[src/rtl/mux_arb_pkg.sv]
// ---------------------------------------------------------------------------
// mux_arb_pkg
// Shared definitions for the round-robin mux8 arbiter:
//   N_REQ / SEL_W  - requester count and select width
//   state_t        - two-state FSM encoding (ST_IDLE, ST_GRANT)
//   rr_pick()      - round-robin winner search starting just after `last`
// ---------------------------------------------------------------------------
package mux_arb_pkg;

    localparam int N_REQ = 8;
    localparam int SEL_W = 3;

    typedef logic state_t;
    localparam state_t ST_IDLE  = 1'b0;
    localparam state_t ST_GRANT = 1'b1;

    // Returns the first requester with req set, scanning last+1, last+2, ...
    // modulo N_REQ. The previous owner is visited last, which is what gives
    // every other requester priority over it. With no request the result is
    // `last`; callers only use it when |req is true.
    function automatic logic [SEL_W-1:0] rr_pick(input logic [N_REQ-1:0] req,
                                                 input logic [SEL_W-1:0] last);
        logic [SEL_W-1:0] idx;
        logic             found;
        rr_pick = last;
        found   = 1'b0;
        idx     = last;
        for (int k = 0; k < N_REQ; k++) begin
            idx = idx + SEL_W'(1);
            if (!found && req[idx]) begin
                rr_pick = idx;
                found   = 1'b1;
            end
        end
    endfunction

endpackage

[src/rtl/mux8_rr_arbiter_if.sv]
// ---------------------------------------------------------------------------
// mux8_rr_arbiter_if
// Request/data/handshake bundle between the requesters and the arbiter.
//   req, d, out_ready           - driven by requesters / downstream (master)
//   grant, sel, y, out_valid,
//   busy                        - driven by the arbiter (slave)
// ---------------------------------------------------------------------------
interface mux8_rr_arbiter_if #(
    parameter int DW = 1
);
    import mux_arb_pkg::*;

    logic [N_REQ-1:0]    req;
    logic [N_REQ*DW-1:0] d;
    logic                out_ready;
    logic [N_REQ-1:0]    grant;
    logic [SEL_W-1:0]    sel;
    logic [DW-1:0]       y;
    logic                out_valid;
    logic                busy;

    modport master (
        output req, d, out_ready,
        input  grant, sel, y, out_valid, busy
    );

    modport slave (
        input  req, d, out_ready,
        output grant, sel, y, out_valid, busy
    );

endinterface

[src/rtl/mux8_w.sv]
// ---------------------------------------------------------------------------
// mux8_w
// Width-parametric 8:1 multiplexer: y = d[sel*DW +: DW].
//   d   - eight DW-bit inputs packed, input i at bits [i*DW +: DW]
//   sel - 3-bit select
//   y   - selected DW-bit input (purely combinational)
// ---------------------------------------------------------------------------
module mux8_w
    import mux_arb_pkg::*;
#(
    parameter int DW = 1
) (
    input  logic [N_REQ*DW-1:0] d,
    input  logic [SEL_W-1:0]    sel,
    output logic [DW-1:0]       y
);

    always_comb begin
        y = d[int'(sel)*DW +: DW];
    end

endmodule

[src/rtl/mux8_rr_arbiter.sv]
// ---------------------------------------------------------------------------
// mux8_rr_arbiter
// Round-robin arbiter sharing one 8:1 mux output between eight requesters.
//   clk    - rising-edge clock
//   reset  - asynchronous, active-high reset
//   bus    - slave side of mux8_rr_arbiter_if:
//              req/d/out_ready in; grant/sel/y/out_valid/busy out
// A grant lasts until the owner drops its request or MAX_HOLD transfers
// (out_valid & out_ready) have completed; each release costs one IDLE cycle.
// ---------------------------------------------------------------------------
module mux8_rr_arbiter
    import mux_arb_pkg::*;
#(
    parameter int DW       = 1,
    parameter int MAX_HOLD = 4
) (
    input  logic                  clk,
    input  logic                  reset,
    mux8_rr_arbiter_if.slave      bus
);

    localparam logic [3:0] CNT_LAST = 4'(MAX_HOLD - 1);

    state_t           state_q, state_d;
    logic [SEL_W-1:0] sel_q, sel_d;
    logic [SEL_W-1:0] last_q, last_d;
    logic [N_REQ-1:0] grant_q, grant_d;
    logic [3:0]       cnt_q, cnt_d;

    logic             owner_req;
    logic             xfer;
    logic             release_now;
    logic             out_valid;
    logic             busy;
    logic [SEL_W-1:0] winner;

    assign owner_req   = bus.req[sel_q];
    assign winner      = rr_pick(bus.req, last_q);
    assign xfer        = out_valid & bus.out_ready;
    // A dropped request is a release on its own; out_valid is already low so
    // it can never also count as a transfer.
    assign release_now = (state_q == ST_GRANT) &&
                         (!owner_req || (xfer && (cnt_q == CNT_LAST)));

    // State register (all arbiter registers share the async reset)
    always_ff @(posedge clk or posedge reset) begin
        if (reset) begin
            state_q <= ST_IDLE;
            sel_q   <= '0;
            last_q  <= SEL_W'(N_REQ - 1);
            grant_q <= '0;
            cnt_q   <= '0;
        end else begin
            state_q <= state_d;
            sel_q   <= sel_d;
            last_q  <= last_d;
            grant_q <= grant_d;
            cnt_q   <= cnt_d;
        end
    end

    // Next-state logic
    always_comb begin
        state_d = state_q;
        case (state_q)
            ST_IDLE:  if (|bus.req)   state_d = ST_GRANT;
            ST_GRANT: if (release_now) state_d = ST_IDLE;
            default:  state_d = ST_IDLE;
        endcase
    end

    // Next values of select, grant, previous owner and transfer counter.
    // sel keeps its value across a release so y keeps showing the last owner.
    always_comb begin
        sel_d   = sel_q;
        last_d  = last_q;
        grant_d = grant_q;
        cnt_d   = cnt_q;
        if (state_q == ST_IDLE) begin
            if (|bus.req) begin
                sel_d   = winner;
                grant_d = N_REQ'(1) << winner;
                cnt_d   = '0;
            end
        end else if (release_now) begin
            grant_d = '0;
            last_d  = sel_q;
            cnt_d   = '0;
        end else if (xfer) begin
            cnt_d = cnt_q + 4'd1;
        end
    end

    // Outputs
    always_comb begin
        busy      = (state_q == ST_GRANT);
        out_valid = busy & owner_req;
    end

    assign bus.grant     = grant_q;
    assign bus.sel       = sel_q;
    assign bus.busy      = busy;
    assign bus.out_valid = out_valid;

    mux8_w #(
        .DW (DW)
    ) u_mux (
        .d   (bus.d),
        .sel (sel_q),
        .y   (bus.y)
    );

endmodule
[src/flat_wrapper.sv]
// flat-port wrapper written by rule: the top's interface ports become plain ports
module mux8_rr_arbiter_flat import mux_arb_pkg::*;
#(
    parameter int DW       = 1,
    parameter int MAX_HOLD = 4
)
  (clk, reset, bus_req, bus_d, bus_out_ready, bus_grant, bus_sel, bus_y, bus_out_valid, bus_busy);
  mux8_rr_arbiter_if #(.DW(DW)) bus_i ();
  input  logic clk;
  input  logic reset;
  input wire logic [$bits(bus_i.req)-1:0] bus_req;
  input wire logic [$bits(bus_i.d)-1:0] bus_d;
  input wire logic [$bits(bus_i.out_ready)-1:0] bus_out_ready;
  output wire logic [$bits(bus_i.grant)-1:0] bus_grant;
  output wire logic [$bits(bus_i.sel)-1:0] bus_sel;
  output wire logic [$bits(bus_i.y)-1:0] bus_y;
  output wire logic [$bits(bus_i.out_valid)-1:0] bus_out_valid;
  output wire logic [$bits(bus_i.busy)-1:0] bus_busy;
  assign bus_i.req = bus_req;
  assign bus_i.d = bus_d;
  assign bus_i.out_ready = bus_out_ready;
  assign bus_grant = bus_i.grant;
  assign bus_sel = bus_i.sel;
  assign bus_y = bus_i.y;
  assign bus_out_valid = bus_i.out_valid;
  assign bus_busy = bus_i.busy;
  mux8_rr_arbiter #(.DW(DW), .MAX_HOLD(MAX_HOLD)) u_core (.clk(clk), .reset(reset), .bus(bus_i));
endmodule
[config.mk]
export PLATFORM = sky130hd
export DESIGN_NAME = mux8_rr_arbiter_flat
export DESIGN_NICKNAME = d
export VERILOG_FILES = /design/src/rtl/mux_arb_pkg.sv /design/src/rtl/mux8_rr_arbiter_if.sv /design/src/rtl/mux8_w.sv /design/src/rtl/mux8_rr_arbiter.sv /design/src/flat_wrapper.sv
export SDC_FILE = /design/constraint.sdc
export NUM_CORES = 1
export LEC_CHECK = 0
export BUFFER_PORTS_ARGS = -buffer_cell sky130_fd_sc_hd__buf_2
export CAP_MARGIN = 15
export CELL_PAD_IN_SITES_DETAIL_PLACEMENT = 0
export CELL_PAD_IN_SITES_GLOBAL_PLACEMENT = 1
export CORE_AREA = 2 2 77 79
export CTS_CLUSTER_DIAMETER = 50
export DETAILED_ROUTE_END_ITERATION = 8
export DIE_AREA = 0 0 79 81
export GPL_TIMING_DRIVEN = 0
export PLACE_DENSITY = 0.82
export SLEW_MARGIN = 20
export SYNTH_ARGS = -nofsm -noshare
export SYNTH_HDL_FRONTEND = slang
export SYNTH_SLANG_ARGS = --single-unit
export TNS_END_PERCENT = 20
[constraint.sdc]
create_clock -name clk -period 3.7 [get_ports clk]
set_clock_uncertainty 0.15 [all_clocks]
set_input_delay 0.555 -clock clk [delete_from_list [all_inputs] [get_ports clk]]
set_output_delay 0.555 -clock clk [all_outputs]
set_load 0.01 [all_outputs]
Word level (Yosys, flattened, before mapping)
Index checks and enable logic that the tools add are counted.

storage, ports and cells
  register bits = 19
  output and inout bits = 14
  logic and storage cells = 98

cells by class
  add/sub/neg operators = 9
  order comparisons = 9
  equality and inequality tests = 3
  shift-type cells = 2
  mux-type cells = 43
  bitwise gates (word level) = 3
  reduce and logical (&&, ||, !) cells = 24

operator list
  kind                                                         count
  less-than comparator 3 x 4 -> 1 bit (second input constant)  9
  binary-select mux 1 bit (select 3 bit)                       9
  adder 3 x 1 -> 3 bit (second input constant)                 8
  2-to-1 mux 3 bit                                             8
  2-to-1 mux 8 bit                                             3
  2-to-1 mux 1 bit                                             18
  2-to-1 mux 4 bit                                             4
  logical AND 1 bit                                            9
  zero test 1 bit                                              8
  AND reduction 2 bit                                          4
  OR reduction 8 bit                                           1
  indexed part select 8 x 4 -> 1 bit                           1
  left shift 1 x 3 -> 8 bit (first input constant)             1
  adder 4 x 1 -> 4 bit (second input constant)                 1
  equality test 4 x 2 -> 1 bit (second input constant)         1
  inequality test 3 bit (second input constant)                1
  AND 1 bit                                                    2
  inequality test 2 bit (second input constant)                1
  one-hot mux 1 bit (2 select lines)                           1
  nonzero test 2 bit                                           1
  logical OR 1 bit                                             1
  inverter 1 bit                                               1

Depth between registers and ports, before layout
  word-level depth = 28
  depth in mapped cells = 14

Hierarchy
Synthesis repeated with hierarchy kept, for this count alone.

second synthesis, totals
  cell total of the unflattened synthesis = 254
  area total of the unflattened synthesis = 2,274.7 µm²

by module, submodules not included
  module           times used  cells an instance  area each (µm²)  seq. area each (µm²)
  mux8_rr_arbiter  1           251                2,210.9          479.2
  mux8_w           1           3                  63.8             0.0

Worst setup path before layout
Ideal clock, no wire load.

  path type = reg2reg
  start point = register u_core.last_q[0]
  end point = register u_core.grant_q[6] (netlist: u_core.bus.grant[6])
  setup time = 0.110 ns
  arrival = 3.439 ns
  required time = 3.440 ns
  path slack = 0.001 ns
  cell stages (with the launch flop) = 13
  buffers on the path = 3
  clock period less this slack = 3.699 ns
  cell sequence = dfstp_2 buf_4 inv_1 buf_1 ha_1 buf_6 mux4_2 nor4_1 nor4_2 nand4b_4 a2111oi_4 a21oi_4 o41ai_1

on the way
  longest elaborated chain between the ends = 28
  elaborated cells between the ends (all ways) = 56
  classes of those cells = 8 x add/sub; 1 x shift; 33 x mux; 14 x reduce/logical

ends and longest elaborated chain
  element                                                                        RTL line               RTL
  start: declaration                                                             mux8_rr_arbiter.sv:26  logic [SEL_W-1:0] last_q, last_d;
  start signal: assignment                                                       mux8_rr_arbiter.sv:50  last_q <= SEL_W'(N_REQ - 1);
  start signal: assignment                                                       mux8_rr_arbiter.sv:56  last_q <= last_d;
  parallel branches: the longest is 24 deep, another holds adder 3 x 1 -> 3 bit  n/a
  2-to-1 mux 3 bit (*)                                                           mux_arb_pkg.sv:30      if (!found && req[idx]) begin
  left shift 1 x 3 -> 8 bit (*)                                                  mux8_rr_arbiter.sv:82  grant_d = N_REQ'(1) << winner;
  2-to-1 mux 8 bit (*)                                                           mux8_rr_arbiter.sv:80  if (|bus.req) begin
  2-to-1 mux 8 bit (*)                                                           mux8_rr_arbiter.sv:79  if (state_q == ST_IDLE) begin
  end signal: assignment                                                         mux8_rr_arbiter.sv:57  grant_q <= grant_d;
  end: declaration                                                               mux8_rr_arbiter.sv:27  logic [N_REQ-1:0] grant_q, grant_d;

Every way passes the cells marked *. The select of a mux whose other input is x is not followed.
A chain may end at the register's enable or synchronous reset.

Worst setup path after layout
  start point = register u_core.last_q[0]
  end point = register u_core.grant_q[5] (netlist: u_core.bus.grant[5])

Same word-level chain as after synthesis.

==> metrics.txt <==
status finished clean; Max Fanout on Critical Path 8; placed wire-length estimate approximately 4100 microns; fin util 0.502; yosys synthesis warning count 0; Mean Syn Cell Area 9.55 sq um; Yosys reg bits 19; worst r2r path cells 15; Register Area around 480 sq um; setup ws final 0.0394 ns; critical path capture point type flop; post-synth top area cell dfrtp_1; Cell Area, Synth 2190 sq um; RSZ-0062 raised after global routing true; final setup violation count 0; Multi-input gate area 1770 sq um; drt pass-1 iters 4; Buffers on Ports 30; Final Instance Area 2850 sq um; P&R area growth vs syn 30.3%; remaining global-route overflow 0; hold_buf cts 0; Hold WC Path Type in2async; layout cells sized above 1 0.433; Place WS -0.541 ns; Critical Path AT 3.71 ns; dpl cells 334; DIE AREA 6400 sq um; Initial Util 0.385; worst slew pin tran 0.748 ns; clock sinks 19; TritonCTS clock tree yes; nets@finish 309; Fin. Hold Viols 0; CTS Root Cell clkbuf_8; top-area cell type share of the netlist area 0.183; die width 79 microns; ant diodes 0; Worst setup endpoint u_core.bus.grant[5]$_DFFE_PP0P_; crit share post-route 0.989; minimum clock period approximately 3.7 ns; CORE AREA 5680 sq um; vias per cell 5.77; max_slew headroom 0.501; Cell Count, Final, Fillers Out about 360; Peak Freq about 0.27 GHz; FF-to-FF Start u_core.last_q[0]$_DFFE_PP1P_; dominant cells by area after synthesis dfrtp_1 18%, mux4_2 12%, nand2_1 4.6%; Setup CP Type reg2reg; Residual DRC 0; Die Y 81 microns; Worst EP required between 3 and 4 ns; Main synth FF type dfrtp_1; capturing point of the worst reg2reg path u_core.bus.grant[5]$_DFFE_PP0P_; number of distinct library cells after synthesis 66; Seq/Total Area, Yosys 0.219; WL final between 6000 and 7000 microns; largest net degree at the start of global routing 20; Post-Synthesis Cells 229; Iter 0 DRT Violations between 70 and 80; GRT Util Overall 0.192; IO Pins 33; net count after synthesis 253; Post-synth EDFFs 0; initial antenna violation count 0; GPL Wtd Cong 0.914; Worst-path clk slew 0.08 ns; # Max-Cap Violations 0; H-tree lvl count 1; final count of pins violating max slew 0; CTS max path bufs 2; worst skew pair latency 0.26 ns; Worst Setup SP u_core.last_q[0]$_DFFE_PP1P_; routed len/inst around 17 microns; Setup crit start kind flop; placed cell area 2430 sq um; TritonCTS buffer count 3; row cnt 28; flop2flop setup slack 0.04 ns; FILL cells about 560; post-route ant nets 0; Async SR Flop Fraction 1.00; vias in the first global route 1986; first-pass GRT wire length just under 10000 microns; total number of vias 2073
==> cell families (layout without fill, tap and decap cells) <==
kind of cell,count (synthesis),count (layout),synth area share
DFF,19,19,0.219
muxes,28,28,0.201
buffers and inverters,28,82,0.0635
adders and majority gates,5,5,0.0286
xor gates and xnor gates,14,14,0.0842
and+or+nand+nor,77,77,0.195
AOI/OAI and AO/OA,58,59,0.209
==> cell type report <==
type | count | share of cell area
buffer | 17 | 0.0395
multi-input combinational | 183 | 0.620
clock buffer | 3 | 0.0145
timing repair buffer | 50 | 0.107
clock inverter | 1 | 0.00176
inverter | 11 | 0.0158
sequential | 19 | 0.168
tap | 75 | 0.0330
==> layer usage <==
metal	vias to the layer above	wire (microns)	GRT usage
li1	987	-	-
met1	1018	2680	0.265
met2	62	3100	0.335
met3	6	312	0.0122
met4	0	75	0.0414
met5	-	0	0
==> Yosys cell counts, types with 2 or more instances <==
master / n
a21oi_1: 8
a31oi_1: 3
a32o_1: 5
and2_1: 2
buf_1: 2
buf_2: 2
buf_4: 2
buf_6: 3
clkbuf_1: 7
dfrtp_1: 16
dfstp_2: 3
ha_1: 5
inv_1: 10
mux2_2: 7
mux2i_1: 9
mux4_2: 12
nand2_1: 27
nand2b_1: 5
nor2_1: 14
nor2b_1: 2
nor3_1: 4
nor4_1: 6
nor4_2: 2
nor4b_1: 5
o211ai_1: 2
o21ai_0: 8
o21ai_1: 4
o21bai_1: 2
o221ai_1: 4
o311ai_1: 2
o41ai_1: 2
or3_1: 2
xnor2_1: 6
xnor3_1: 2
xor2_1: 3
==> metrics by stage <==
| stage | setup TNS [ns] | hold WS [ns] |
|---|---|---|
| floorplan | 0 | 0.326 |
| global placement | -5.39 | 0.318 |
| detailed placement | -5.01 | 0.327 |
| CTS | 0 | 0.291 |
| global route | -0.0862 | 0.337 |
| finish | 0 | 0.264 |
==> cell usage in the layout (no fill, tap or decap), drive strengths merged, types with 7 or more instances in the layout <==
| cell | instances |
|---|---|
| buf | 59 |
| nand2 | 27 |
| dfrtp | 16 |
| nor2 | 14 |
| mux4 | 12 |
| o21ai | 12 |
| clkbuf | 11 |
| a21oi | 11 |
| inv | 10 |
| mux2i | 9 |
| xnor2 | 8 |
| nor4 | 8 |
| mux2 | 7 |
==> timing repair <==
item | 4_1_cts | 5_1_grt
pin swaps | 8 | 14
endpoints found under the setup margin | 11 | 11
gates cloned | 1 | 0
endpoints found under the hold margin | 0 | 0
buffers inserted | 13 | 7
resized for setup | 19 | 19
==> critical path, stage by stage, from the launching register on <==
cell	delay [ns]
dfstp_2	0.57
buf_6	0.11
clkinvlp_4	0.09
buf_6	0.14
ha_4	0.26
buf_8	0.12
mux4_2	0.54
nor4b_2	0.19
nor4_2	0.24
buf_4	0.17
nand2_2	0.06
a311oi_2	0.32
a2111oi_4	0.05
buf_4	0.17
a21oi_4	0.21
a32o_1	0.20
==> how the worst min path moves through the flow <==
| stage | startpoint | endpoint |
|---|---|---|
| 3_3_place_gp | u_core.bus.grant[3]$_DFFE_PP0P_ | u_core.bus.grant[3]$_DFFE_PP0P_ |
| 2_1_floorplan | u_core.cnt_q[1]$_DFFE_PP0P_ | u_core.cnt_q[1]$_DFFE_PP0P_ |
| 3_5_place_dp | u_core.bus.grant[6]$_DFFE_PP0P_ | u_core.bus.grant[6]$_DFFE_PP0P_ |
| 4_1_cts | reset | u_core.bus.grant[0]$_DFFE_PP0P_ |
| 5_1_grt | reset | u_core.bus.grant[0]$_DFFE_PP0P_ |
| 6_report | reset | u_core.bus.grant[0]$_DFFE_PP0P_ |
==> registers in the layout, indices dropped and copies added, names as in the netlist <==
name,flops
u_core.bus.busy,1
u_core.bus.grant,8
u_core.cnt_q,4
u_core.bus.sel,3
u_core.last_q,3
Power is left out: the tool's default activity adds up to more than one toggle a clock period on the data nets, which glitch-free logic cannot reach.
